### src/rtl/i2s_dac_tx.sv
// i2s_dac_tx: Philips I2S serializer running on the DAC PLL output clock.
// Waits for a synchronized PLL lock, divides clk down to BCLK/LRCK and shifts
// stereo samples out MSB-first, one BCLK after each LRCK edge. Samples arrive
// through a single-entry valid/ready buffer that is drained at every frame start.
module i2s_dac_tx #(
  parameter int DATA_W   = 24,
  parameter int SLOT_W   = 32,
  parameter int BCLK_DIV = 4
) (
  input  logic              clk,
  input  logic              rst,
  input  logic              pll_lock,
  input  logic              s_valid,
  output logic              s_ready,
  input  logic [DATA_W-1:0] s_left,
  input  logic [DATA_W-1:0] s_right,
  output logic              bclk,
  output logic              lrck,
  output logic              sdata,
  output logic              underrun,
  output logic              active
);

  localparam int FRAME_BITS = 2 * SLOT_W;
  localparam int DIV_W      = $clog2(BCLK_DIV);
  localparam int BIT_W      = $clog2(FRAME_BITS);

  localparam logic [DIV_W-1:0] DIV_LAST   = DIV_W'(BCLK_DIV - 1);
  localparam logic [DIV_W-1:0] DIV_HALF   = DIV_W'(BCLK_DIV / 2);
  localparam logic [BIT_W-1:0] BIT_LAST   = BIT_W'(FRAME_BITS - 1);
  localparam logic [BIT_W-1:0] SLOT_START = BIT_W'(SLOT_W);
  localparam logic [BIT_W-1:0] DATA_LAST  = BIT_W'(DATA_W);

  typedef enum logic {
    IDLE = 1'b0,
    RUN  = 1'b1
  } state_t;

  state_t r_state;
  state_t w_nextState;

  logic r_lockMeta;
  logic r_lockS;

  logic [DIV_W-1:0] r_divCnt;
  logic [BIT_W-1:0] r_bitIdx;
  logic [DIV_W-1:0] w_nextDiv;
  logic [BIT_W-1:0] w_nextBit;
  logic [BIT_W-1:0] w_nextOffset;
  logic [DATA_W-1:0] w_nextSample;
  logic             w_nextData;
  logic             w_nextRun;

  logic              r_bufFull;
  logic [DATA_W-1:0] r_bufL;
  logic [DATA_W-1:0] r_bufR;
  logic [DATA_W-1:0] r_frameL;
  logic [DATA_W-1:0] r_frameR;

  logic r_bclk;
  logic r_lrck;
  logic r_sdata;

  logic w_frameStart;
  logic w_transfer;

  // Bring the asynchronous PLL lock into the clk domain through two flops.
  always_ff @(posedge clk or posedge rst) begin
    if (rst) begin
      r_lockMeta <= 1'b0;
      r_lockS    <= 1'b0;
    end else begin
      r_lockMeta <= pll_lock;
      r_lockS    <= r_lockMeta;
    end
  end

  // State register for the IDLE/RUN controller.
  always_ff @(posedge clk or posedge rst) begin
    if (rst) begin
      r_state <= IDLE;
    end else begin
      r_state <= w_nextState;
    end
  end

  // Run whenever synchronized lock is present; any lock loss drops to IDLE.
  always_comb begin
    w_nextState = r_state;
    case (r_state)
      IDLE: if (r_lockS)  w_nextState = RUN;
      RUN:  if (!r_lockS) w_nextState = IDLE;
      default: w_nextState = IDLE;
    endcase
  end

  assign w_nextRun = (w_nextState == RUN);

  // Next divider/bit position; a fresh RUN period always starts at bit 0, div 0.
  always_comb begin
    w_nextDiv = '0;
    w_nextBit = '0;
    if (r_state == RUN && w_nextRun) begin
      if (r_divCnt == DIV_LAST) begin
        w_nextDiv = '0;
        w_nextBit = (r_bitIdx == BIT_LAST) ? '0 : r_bitIdx + 1'b1;
      end else begin
        w_nextDiv = r_divCnt + 1'b1;
        w_nextBit = r_bitIdx;
      end
    end
  end

  // Serial bit for the upcoming cycle: MSB one BCLK after the slot boundary.
  always_comb begin
    w_nextOffset = (w_nextBit >= SLOT_START) ? w_nextBit - SLOT_START : w_nextBit;
    w_nextSample = (w_nextBit >= SLOT_START) ? r_frameR : r_frameL;
    w_nextData   = 1'b0;
    if (w_nextOffset != '0 && w_nextOffset <= DATA_LAST) begin
      for (int i = 0; i < DATA_W; i++) begin
        if (DATA_LAST - w_nextOffset == BIT_W'(i)) w_nextData = w_nextSample[i];
      end
    end
  end

  // Counters and registered I2S pins, computed one cycle ahead so the pins
  // always match the current divider and bit position.
  always_ff @(posedge clk or posedge rst) begin
    if (rst) begin
      r_divCnt <= '0;
      r_bitIdx <= '0;
      r_bclk   <= 1'b0;
      r_lrck   <= 1'b0;
      r_sdata  <= 1'b0;
    end else begin
      r_divCnt <= w_nextDiv;
      r_bitIdx <= w_nextBit;
      r_bclk   <= w_nextRun & (w_nextDiv >= DIV_HALF);
      r_lrck   <= w_nextRun & (w_nextBit >= SLOT_START);
      r_sdata  <= w_nextRun & w_nextData;
    end
  end

  assign active       = (r_state == RUN);
  assign s_ready      = active & ~r_bufFull;
  assign w_transfer   = s_valid & s_ready;
  assign w_frameStart = active && (r_divCnt == '0) && (r_bitIdx == '0);
  assign underrun     = w_frameStart & ~r_bufFull;

  // Input buffer and frame register; the frame takes the buffer (or silence)
  // only at frame start, and leaving RUN throws away anything buffered.
  always_ff @(posedge clk or posedge rst) begin
    if (rst) begin
      r_bufFull <= 1'b0;
      r_bufL    <= '0;
      r_bufR    <= '0;
      r_frameL  <= '0;
      r_frameR  <= '0;
    end else if (!w_nextRun) begin
      r_bufFull <= 1'b0;
    end else begin
      if (w_frameStart) begin
        if (r_bufFull) begin
          r_frameL  <= r_bufL;
          r_frameR  <= r_bufR;
          r_bufFull <= 1'b0;
        end else begin
          r_frameL <= '0;
          r_frameR <= '0;
        end
      end
      if (w_transfer) begin
        r_bufFull <= 1'b1;
        r_bufL    <= s_left;
        r_bufR    <= s_right;
      end
    end
  end

  assign bclk  = r_bclk;
  assign lrck  = r_lrck;
  assign sdata = r_sdata;

endmodule

### config.mk
export PLATFORM = sky130hd
export DESIGN_NAME = i2s_dac_tx
export DESIGN_NICKNAME = d
export VERILOG_FILES = /design/src/rtl/i2s_dac_tx.sv
export SDC_FILE = /design/constraint.sdc
export NUM_CORES = 1
export LEC_CHECK = 0
export CAP_MARGIN = 10
export CORE_UTILIZATION = 59
export DETAILED_ROUTE_END_ITERATION = 16
export PLACE_DENSITY = 0.83
export SETUP_SLACK_MARGIN = 0.15
export SLEW_MARGIN = 25
export SYNTH_ARGS = -nofsm -noshare
export SYNTH_HDL_FRONTEND = slang
export SYNTH_SLANG_ARGS = --single-unit
### constraint.sdc
create_clock -name clk -period 7.9 [get_ports clk]
set_input_delay 1.185 -clock clk [delete_from_list [all_inputs] [get_ports clk]]
set_output_delay 1.185 -clock clk [all_outputs]
set_load 0.1 [all_outputs]
## Yosys cells after proc, flatten, opt, wreduce, memory -nomap -nowiden

Index checks and enable logic that the tools add are counted.

| word-level totals | value |
|---|---|
| bits of input ports | 52 |
| logic and storage cells | 101 |
| bits in registers | 111 |

| operators by class | value |
|---|---|
| magnitude comparators | 3 |
| reductions and logical operators | 10 |
| eq/ne operators | 26 |
| add/subtract/negate cells | 4 |
| multiplexer cells | 38 |
| bitwise operators | 7 |

Operators with widths:

| operator | number |
|---|---|
| $mux 24 | 3 |
| $eq 6x4->1 const B | 8 |
| $eq 6x5->1 const B | 8 |
| $mux 1 | 29 |
| $eq 6x3->1 const B | 4 |
| $mux 6 | 4 |
| $eq 6x2->1 const B | 2 |
| $logic_not 6->1 | 2 |
| $add 6x1->6 const B | 1 |
| $and 1x1->1 | 6 |
| $eq 6x1->1 const B | 1 |
| $eq 6x6->1 const B | 1 |
| $ge 6x6->1 const B | 1 |
| $le 6x5->1 const B | 1 |
| $reduce_bool 6->1 | 1 |
| $sub 5x6->6 const A | 1 |
| $sub 6x6->6 const B | 1 |
| $logic_and 1x1->1 | 4 |
| $mux 2 | 2 |
| $reduce_and 2->1 | 2 |
| $ne 3x1->1 const B | 1 |
| $add 2x1->2 const B | 1 |
| $eq 2x2->1 const B | 1 |
| $ge 2x2->1 const B | 1 |
| other kinds (2) | 2 |

## Longest topological paths before layout

Gate-level depths: netlist (run 1).

| depth | value |
|---|---|
| depth after elaboration | 34 |
| gate-level depth with buffers | 13 |

## Worst setup path before layout (run 1)

Ideal clock, no wire load.

| path | value |
|---|---|
| kind | flip-flop to output port |
| from | register r_state (netlist: active) |
| to | output port underrun |
| cell stages (with the launch flop) | 3 |
| data required time | 6.715 ns |
| slack | 4.255 ns |
| data arrival time | 2.460 ns |
| path through | dfrtp_1 nand3_1 nor2_1 |

| between the ends | value |
|---|---|
| cells in the longest elaborated chain, start to end | 3 |

Ends and longest elaborated chain:

| item | RTL line | text |
|---|---|---|
| start, declared | 39 | `state_t r_state;` |
| start signal, assigned | 83 | `r_state <= w_nextState;` |
| $logic_and 1x1->1 (2 in a row) | 147 | `assign w_frameStart = active && (r_divCnt == '0) && (r_bitIdx == '0);` |
| $and 1x1->1 | 148 | `assign underrun = w_frameStart & ~r_bufFull;` |
| end, declared | 20 | `output logic underrun,` |

No other way between the ends.

## Final worst setup path (run 1)

| path | value |
|---|---|
| from | register r_bitIdx[0] |
| to | output port underrun |

| between the ends | value |
|---|---|
| cells in the longest elaborated chain, start to end | 3 |

Ends and longest elaborated chain:

| item | RTL line | text |
|---|---|---|
| start, declared | 46 | `logic [BIT_W-1:0] r_bitIdx;` |
| start signal, assigned | 137 | `r_bitIdx <= w_nextBit;` |
| $logic_not 6->1 | 147 |  |
| $logic_and 1x1->1 | 147 |  |
| $and 1x1->1 | 148 |  |

No other way between the ends.

==> summary.md, run 1 <==
The run finished with clean final reports. The cell area that synthesis handed to floorplanning was 5170 µm². The count of flip-flops with a built-in enable after synthesis is 0. Traced cell by cell, the critical path runs through inv_1, ha_1, nor4bb_1, nand3_1, nor2_1, clkdlybuf4s50_1. The share of flip-flops with an asynchronous set or reset after synthesis came out at 100%. Synthesis produced a netlist with a net count of 470.

The synthesized design devotes to its leading area cell type 53.7% of total area. The max-slew violation count came out at 0. The final antenna-violating net count came out at 0. The worst path uses 51.3% of the clock period.

The placement-stage cell area was 5790 µm². The length of the first detailed-routing pass in iterations came out at 4. The most numerous cell in the Yosys netlist was dfrtp_1.

The routed design could run at a clock period as short as 4.05 ns. The top fanout value on the critical path was 6; the area growth from synthesis to final layout was 15.5%. Initial antenna violation count: 0. Data required time at the worst endpoint: 6.71 ns. For the final routed database, the setup TNS stands at 0 ns. In the synthesized netlist, the cells that appear most often are 111 x dfrtp_1, 52 x mux2_2, 49 x a22o_1. The logs give 18,800 µm for the global-route wire length before repair and 0.142 mV for the worst ir drop on vdd. Dividing the detail-routed via count by the number of cells gives 6.43.

The arrival time reported for the critical path endpoint is 2.87 ns. Sequential cells were found to cover 53.7% of the synthesized design area. For the total inserted antenna cells, the log shows 0. In this run the standard cell core region covers 8340 µm². The worst setup path is of the flop to output port kind. The mean area per synthesized cell is 12.5 µm². Element type at the critical path start: a flop. The proportion of layout cells with a drive suffix above 1 was 18.9%; the starting density of the core was 62.0%. The wire-length estimate of the detail-placed layout is 8290 µm. The worst hold path belongs to the class flop to flop. Final-report hold violation count: 0.

The tree is rooted in a clkbuf_8. Mean routed wirelength per cell: 20.3 µm. The clock tree synthesis step divided the H-tree into 3 levels. Setup violations remaining at the end of the flow were counted as 0. The critical path contains buffers and inverters numbering 2 combined. For this design the static power due to leakage is 2.58 nW.

The tools report the hold buffer count at cts as 0. The die span in y is 95.7 µm. The leading register cell type out of synthesis was dfrtp_1.

In this run the tightest slew margin relative to its limit is 35.1%. The transition at the pin with the smallest max-transition slack is 0.970 ns, and the clock buffer count from CTS is 9. The tools report the number of remaining DRC errors as 0. For this design, the sink count on the clock tree is 111. The floorplan die width is 95.7 µm. In this design, the largest share of critical-path delay is due to buffers and inverters. For this run, the post-layout net count is 517.

The number of port buffers is 57, and the clock tree buffer depth is 2. The area of all placed cells without fillers came out at 5980 µm². Final weighted congestion in routability-driven placement: 0.907.

The slowest stage of the critical path is the clkdlybuf4s50_1 cell. The run gives 3,669 as the via total after detailed routing. The I/O pin count is 58, and the clock latency on the worst-skew pair is 0.37 ns.

For the final database, setup skew stands at 0.0122 ns. The clock transition at the registers of the reported paths came out at 0.11 ns. The Yosys step of the flow raised 0 warnings.

The post-cts resize count is 0. Setup repair after global routing left no endpoint under its margin. TritonCTS built the clock tree.

Areal power density over the cells: 196 nW/µm². The number of global-route vias before repair was 3,691; the number of maximum-capacitance constraint violations was 0. The number of storage elements in the synthesis netlist came out at 111.

In this run, the number of DRC markers left after iteration 0 of detailed routing was 208. The routed design has 11,600 µm of wire. The worst setup path is captured at an output port. Global routing used 27.7% of the available tracks.

The critical path's largest stage delay is 1.14 ns. By area the synthesized netlist is led by dfrtp_1 54%, mux2_2 11%, a22o_1 8.3%. In this run, distinct cell masters in the synthesized netlist total 74.

The maximum number of pins on one net before global-route repair was 68; the top achievable clock speed was 247 MHz. For the residual overflow from global routing, the log shows 0. The die covers 9150 µm². The tools report the number of instances in the synthesized netlist as 414. dfrtp_1 takes more of the synthesized area than any other cell. Once the clock tree was built, the setup fixing pass inserted 0 buffers. The tools report the number of cell rows as 33.
-- layer usage --
layer  vias to the layer above  routed length, µm  GRT usage (%)  share of wire [%]
met1                      1836               5050           36.7                 44
met2                       114               5670           43.9                 49
met4                         0                231           8.96                2.0
li1                       1696                  -              -                  -
met3                        23                627           7.97                5.4
met5                         -                  0              0                  0
-- worst register-to-register path: stages, from the launching register on --
cell and delay (ns):
dfrtp_1 0.40, ha_1 0.55, mux2i_1 0.55, nand2b_1 0.38
inv_2 0.22, o311ai_1 0.35, a211oi_1 0.19, a221oi_1 0.39
o21ai_0 0.17, a211oi_1 0.22, a21oi_1 0.10
-- layout by cell type (no fill, tap or decap), drive strengths merged, types with 3 or more instances in the layout --
| cell type | Yosys | routed |
|---|---|---|
| a41oi | 3 | 3 |
| and3 | 4 | 4 |
| a21oi | 7 | 7 |
| nand2 | 23 | 23 |
| o21ai | 13 | 13 |
| a22o | 49 | 49 |
| nand3 | 8 | 8 |
| nand4 | 3 | 3 |
| a211oi | 7 | 7 |
| xnor2 | 5 | 5 |
| mux2 | 52 | 52 |
| clkbuf | 12 | 10 |
| inv | 12 | 16 |
| o211ai | 6 | 6 |
| mux2i | 8 | 8 |
| dfrtp | 111 | 111 |
| buf | 13 | 4 |
| ha | 4 | 4 |
| and2 | 3 | 3 |
| nor2 | 11 | 11 |
| a2111oi | 4 | 4 |
| a31oi | 5 | 5 |
| clkdlybuf4s50 | 0 | 57 |
| clkinv | 1 | 3 |
| o2111ai | 3 | 3 |
| a221oi | 3 | 3 |
| nor3 | 3 | 3 |
-- sequential cells by signal (all words and copies together) (netlist names) --
signal / count
active: 1
bclk: 1
lrck: 1
r_bitIdx: 6
r_bufFull: 1
r_bufL: 24
r_bufR: 24
r_divCnt: 2
r_frameL: 24
r_frameR: 24
r_lockMeta: 1
r_lockS: 1
sdata: 1
-- final cells by class --
type / count / area [µm²]
sequential: 111 / 2780
clock inverter: 6 / 60.1
inverter: 13 / 53.8
timing repair buffer: 61 / 601
clock buffer: 10 / 128
tap: 105 / 131
multi-input combinational: 265 / 2220
fill: 605 / 2360
-- stage by stage --
| stage | power [mW] | util [%] | hold WS [ns] | setup slack (ns) | std cells |
|---|---|---|---|---|---|
| finish | 1.17 | 71.6 | 0.352 | 3.85 | 571 |
| floorplan | 0.794 | - | 0.331 | 3.78 | 414 |
| global route | 1.22 | 71.6 | 0.362 | 3.75 | 571 |
| detailed placement | 0.859 | 69.4 | 0.336 | 4.24 | 555 |
| global placement | 0.849 | 69.4 | 0.333 | 4.32 | 555 |
| CTS | 1.18 | 71.6 | 0.353 | 3.83 | 571 |
-- cell families after synthesis --
group	after synthesis	share of synthesized area, %
buffers and inverters	38	3.38
XOR/XNOR	7	1.33
adder cells (fa/ha/maj)	4	0.967
flip-flops	111	53.7
AND/OR/NAND/NOR	65	6.94
AO/OA/AOI/OAI	128	20.4
multiplexers	61	13.3
-- final timing paths --
check / cells after the start / slack [ns] / start / endpoint
max in group asynchronous: 3 / 5.47 / rst / r_frameR[9]$_DFFE_PP0P_
min in group asynchronous: 2 / 1.22 / rst / r_frameL[18]$_DFFE_PP0P_
max: 6 / 3.85 / r_bitIdx[0]$_DFF_PP0_ / underrun
min: 0 / 0.35 / r_lockMeta$_DFF_PP0_ / r_lockS$_DFF_PP0_
min reg2reg: 0 / 0.35 / r_lockMeta$_DFF_PP0_ / r_lockS$_DFF_PP0_
max reg2reg: 10 / 4.27 / r_divCnt[0]$_DFF_PP0_ / sdata$_DFF_PP0_
-- power breakdown --
| group | leakage, nW | internal, mW | switching (mW) | total [mW] |
|---|---|---|---|---|
| clock network | 0.0968 | 0.124 | 0.202 | 0.326 |
| logic | 1.05 | 0.0908 | 0.0642 | 0.155 |
| registers | 1.43 | 0.645 | 0.0448 | 0.690 |
Power figures use the tool's default switching activity.
==> run 2, diff against run 1 <==
- CORE_UTILIZATION: 59 -> 56
- PLACE_DENSITY: 0.83 -> 0.79
- clock period: 7.9 -> 4.2 ns (I/O delays scaled with it)
==> run 2 against run 1 <==
Against the previous run:
- the run now ends with DRC left
- total power up 89%
- utilization down 3.8 points
- sequential power up 88%
- largest power group unchanged
- highest routed layer unchanged
==> summary.md, run 2 (synthesis gave the netlist of run 1 again) <==
The run finished, with violations left. The checks that failed: DRC. The cell sitting at the root of the clock tree is a clkbuf_8. In the final timing run, aggregate negative setup slack is 0 ns. The final-report hold violation count is 0.

The run gives 2 as the number of remaining DRC errors. Clock-pin slew was measured on the worst setup and hold paths at 0.11 ns. The area of all placed cells without fillers came out at 6000 µm². The congestion estimate from routability-driven global placement came to 0.949.

The count of nets left with antenna violations once routing finished came out at 0. For the data required time at the worst endpoint, the log shows 4.46 ns. For this design the static power due to leakage is 2.59 nW. The tools report the I/O pin count as 58. The arrival time reported for the critical path endpoint was 3.75 ns; the top fanout value on the critical path was 18. Summed over all layers, the global routing overflow is 0. The run gives 3,865 as the number of global-route vias before repair. The final critical path takes up 83.0% of the cycle. The buffering stage count on the worst path with inverters included is 1, and the minimum clock period after layout is 3.48 ns. The run gives 256 as the violation count after the first detailed-routing iteration. The core region is 8850 µm². The switching share of power was 26.9%. Floorplan die width: 98.1 µm.

Among all stages on the critical path, the largest delay is contributed by ha_1. The worst pin sits at a relative slew slack of 34.4%. The library cell used most frequently in the layout, excluding fill and tap cells, is dfrtp_1. Setup repair after global routing left no endpoint under its margin. Input and output buffers added on the ports amount to 57.

The depth of the CTS H-tree was 3. Once the clock tree was built, the setup fixing pass inserted 0 buffers. In this run the power spent charging and discharging nets is 0.595 mW. Type of destination of the critical path: a flop. The first global-routing pass estimated 19,800 µm of wire. The die covers 9630 µm². The cell type group with the largest total delay on the critical path was compound AO/OA/AOI/OAI gates.

The placement-stage cell area is 5820 µm². The worst setup path is launched from a flop. The number of gates resized after CTS was 0. The die span in y works out to 98.1 µm. For the clock tree buffer depth, the log shows 2. The initial utilization of the core area, before any placement, comes to 58.5%. Internal power comes to 1.61 mW.

Entering global routing, the biggest net connects 68 pins. By instance count, the cell type seen most on the critical path is a211oi_1. The logs give 0 for the max-slew violation count and 0 for the hold buffer count at cts. The number of maximum-capacitance constraint violations came out at 0.

The transition at the pin with the smallest max-transition slack came out at 0.981 ns. For the final database, setup skew stands at 0.0192 ns. Traced cell by cell, the critical path runs through ha_1, mux2i_1, nand2b_1, inv_2, o311ai_1, a211oi_1, a221oi_1, o21ai_0, a211oi_1, a21oi_1. Relative to the synthesized area, the layout overhead comes to 16.0%.

The critical path's largest stage delay is 0.52 ns, and the worst ir drop on vdd is 0.297 mV. Register share of total power: 58.8%. The worst hold-check path type was flop to flop. The overall routing resource usage came out at 26.4%.

At the later pin of the worst-skew pair, clock insertion delay measures 0.38 ns. In the layout the commonest cells are 111 x dfrtp_1, 56 x clkdlybuf4s50_1, 52 x mux2_2, 49 x a22o_1, 23 x nand2_1. Per report_power, the combinational group accounts for 13.1% of the total. The number of clock buffers added by TritonCTS is 9.

The via total after detailed routing is 3,699. After detailed routing, the average wire length per cell comes to 20.1 µm. The total inserted antenna cells is 0. For the net count of the finished layout, the log shows 519. The clock network accounts for 28.0% of the total power. The first detailed-routing pass ran for 10 iterations. The final wirelength is 11,600 µm.

TritonCTS built the clock tree. The tools report the top achievable clock speed as 287 MHz. Clock tree synthesis found a total of 111 sinks. The post-DP HPWL was 8160 µm.

The type of the worst setup path was flop to flop. The tools report the initial antenna violation count as 0. The number of cell rows is 34, and the post-detailed-route via-to-cell ratio is 6.43. The total of endpoints with negative setup slack in the final report is 0.

The proportion of layout cells with a drive suffix above 1 was 19.5%; the areal power density over the cells was 368 nW/µm².
-- run 2: power by group through the flow --
stage | logic [mW] | registers [mW] | clock network (mW)
finish | 0.291 | 1.30 | 0.620
global route | 0.319 | 1.32 | 0.676
global placement | 0.286 | 1.32 | 0
CTS | 0.297 | 1.30 | 0.633
floorplan | 0.201 | 1.29 | 0
detailed placement | 0.296 | 1.32 | 0
-- run 2: stage by stage --
| stage | hold WS [ns] | utilization [%] | worst slack, ns | instances | total power, mW |
|---|---|---|---|---|---|
| floorplan | 0.331 | - | 0.639 | 414 | 1.49 |
| global placement | 0.332 | 65.7 | 0.945 | 560 | 1.60 |
| detailed placement | 0.341 | 65.7 | 0.820 | 560 | 1.62 |
| CTS | 0.365 | 67.9 | 0.788 | 575 | 2.23 |
| global route | 0.378 | 67.9 | 0.495 | 575 | 2.31 |
| finish | 0.360 | 67.9 | 0.716 | 575 | 2.21 |
-- run 2: final timing paths --
kind	cells past startpoint	slack (ns)	to	startpoint
setup / recovery	10	0.72	sdata$_DFF_PP0_	r_divCnt[0]$_DFF_PP0_
hold / removal	0	0.36	r_lockS$_DFF_PP0_	r_lockMeta$_DFF_PP0_
max in group asynchronous	3	2.64	r_frameR[23]$_DFFE_PP0P_	rst
min in group asynchronous	2	0.73	r_bufR[19]$_DFFE_PP0P_	rst
setup reg to reg	10	0.72	sdata$_DFF_PP0_	r_divCnt[0]$_DFF_PP0_
hold reg to reg	0	0.36	r_lockS$_DFF_PP0_	r_lockMeta$_DFF_PP0_
-- run 2: metal layers --
layer	GRT usage, %	share of wire, %	up-vias
met5	0	0	-
met4	8.73	3.1	0
met3	6.23	4.9	28
met2	40.1	47	103
met1	37.6	45	1881
li1	-	-	1687
-- run 2: cell type report --
type                            count  area, µm²
Clock buffer                        9        124
Clock inverter                      6       63.8
Fill cell                         702       2840
Inverter                           13       53.8
Multi-Input combinational cell    265       2220
Sequential cell                   111       2780
Tap cell                          108        135
Timing Repair Buffer               63        626
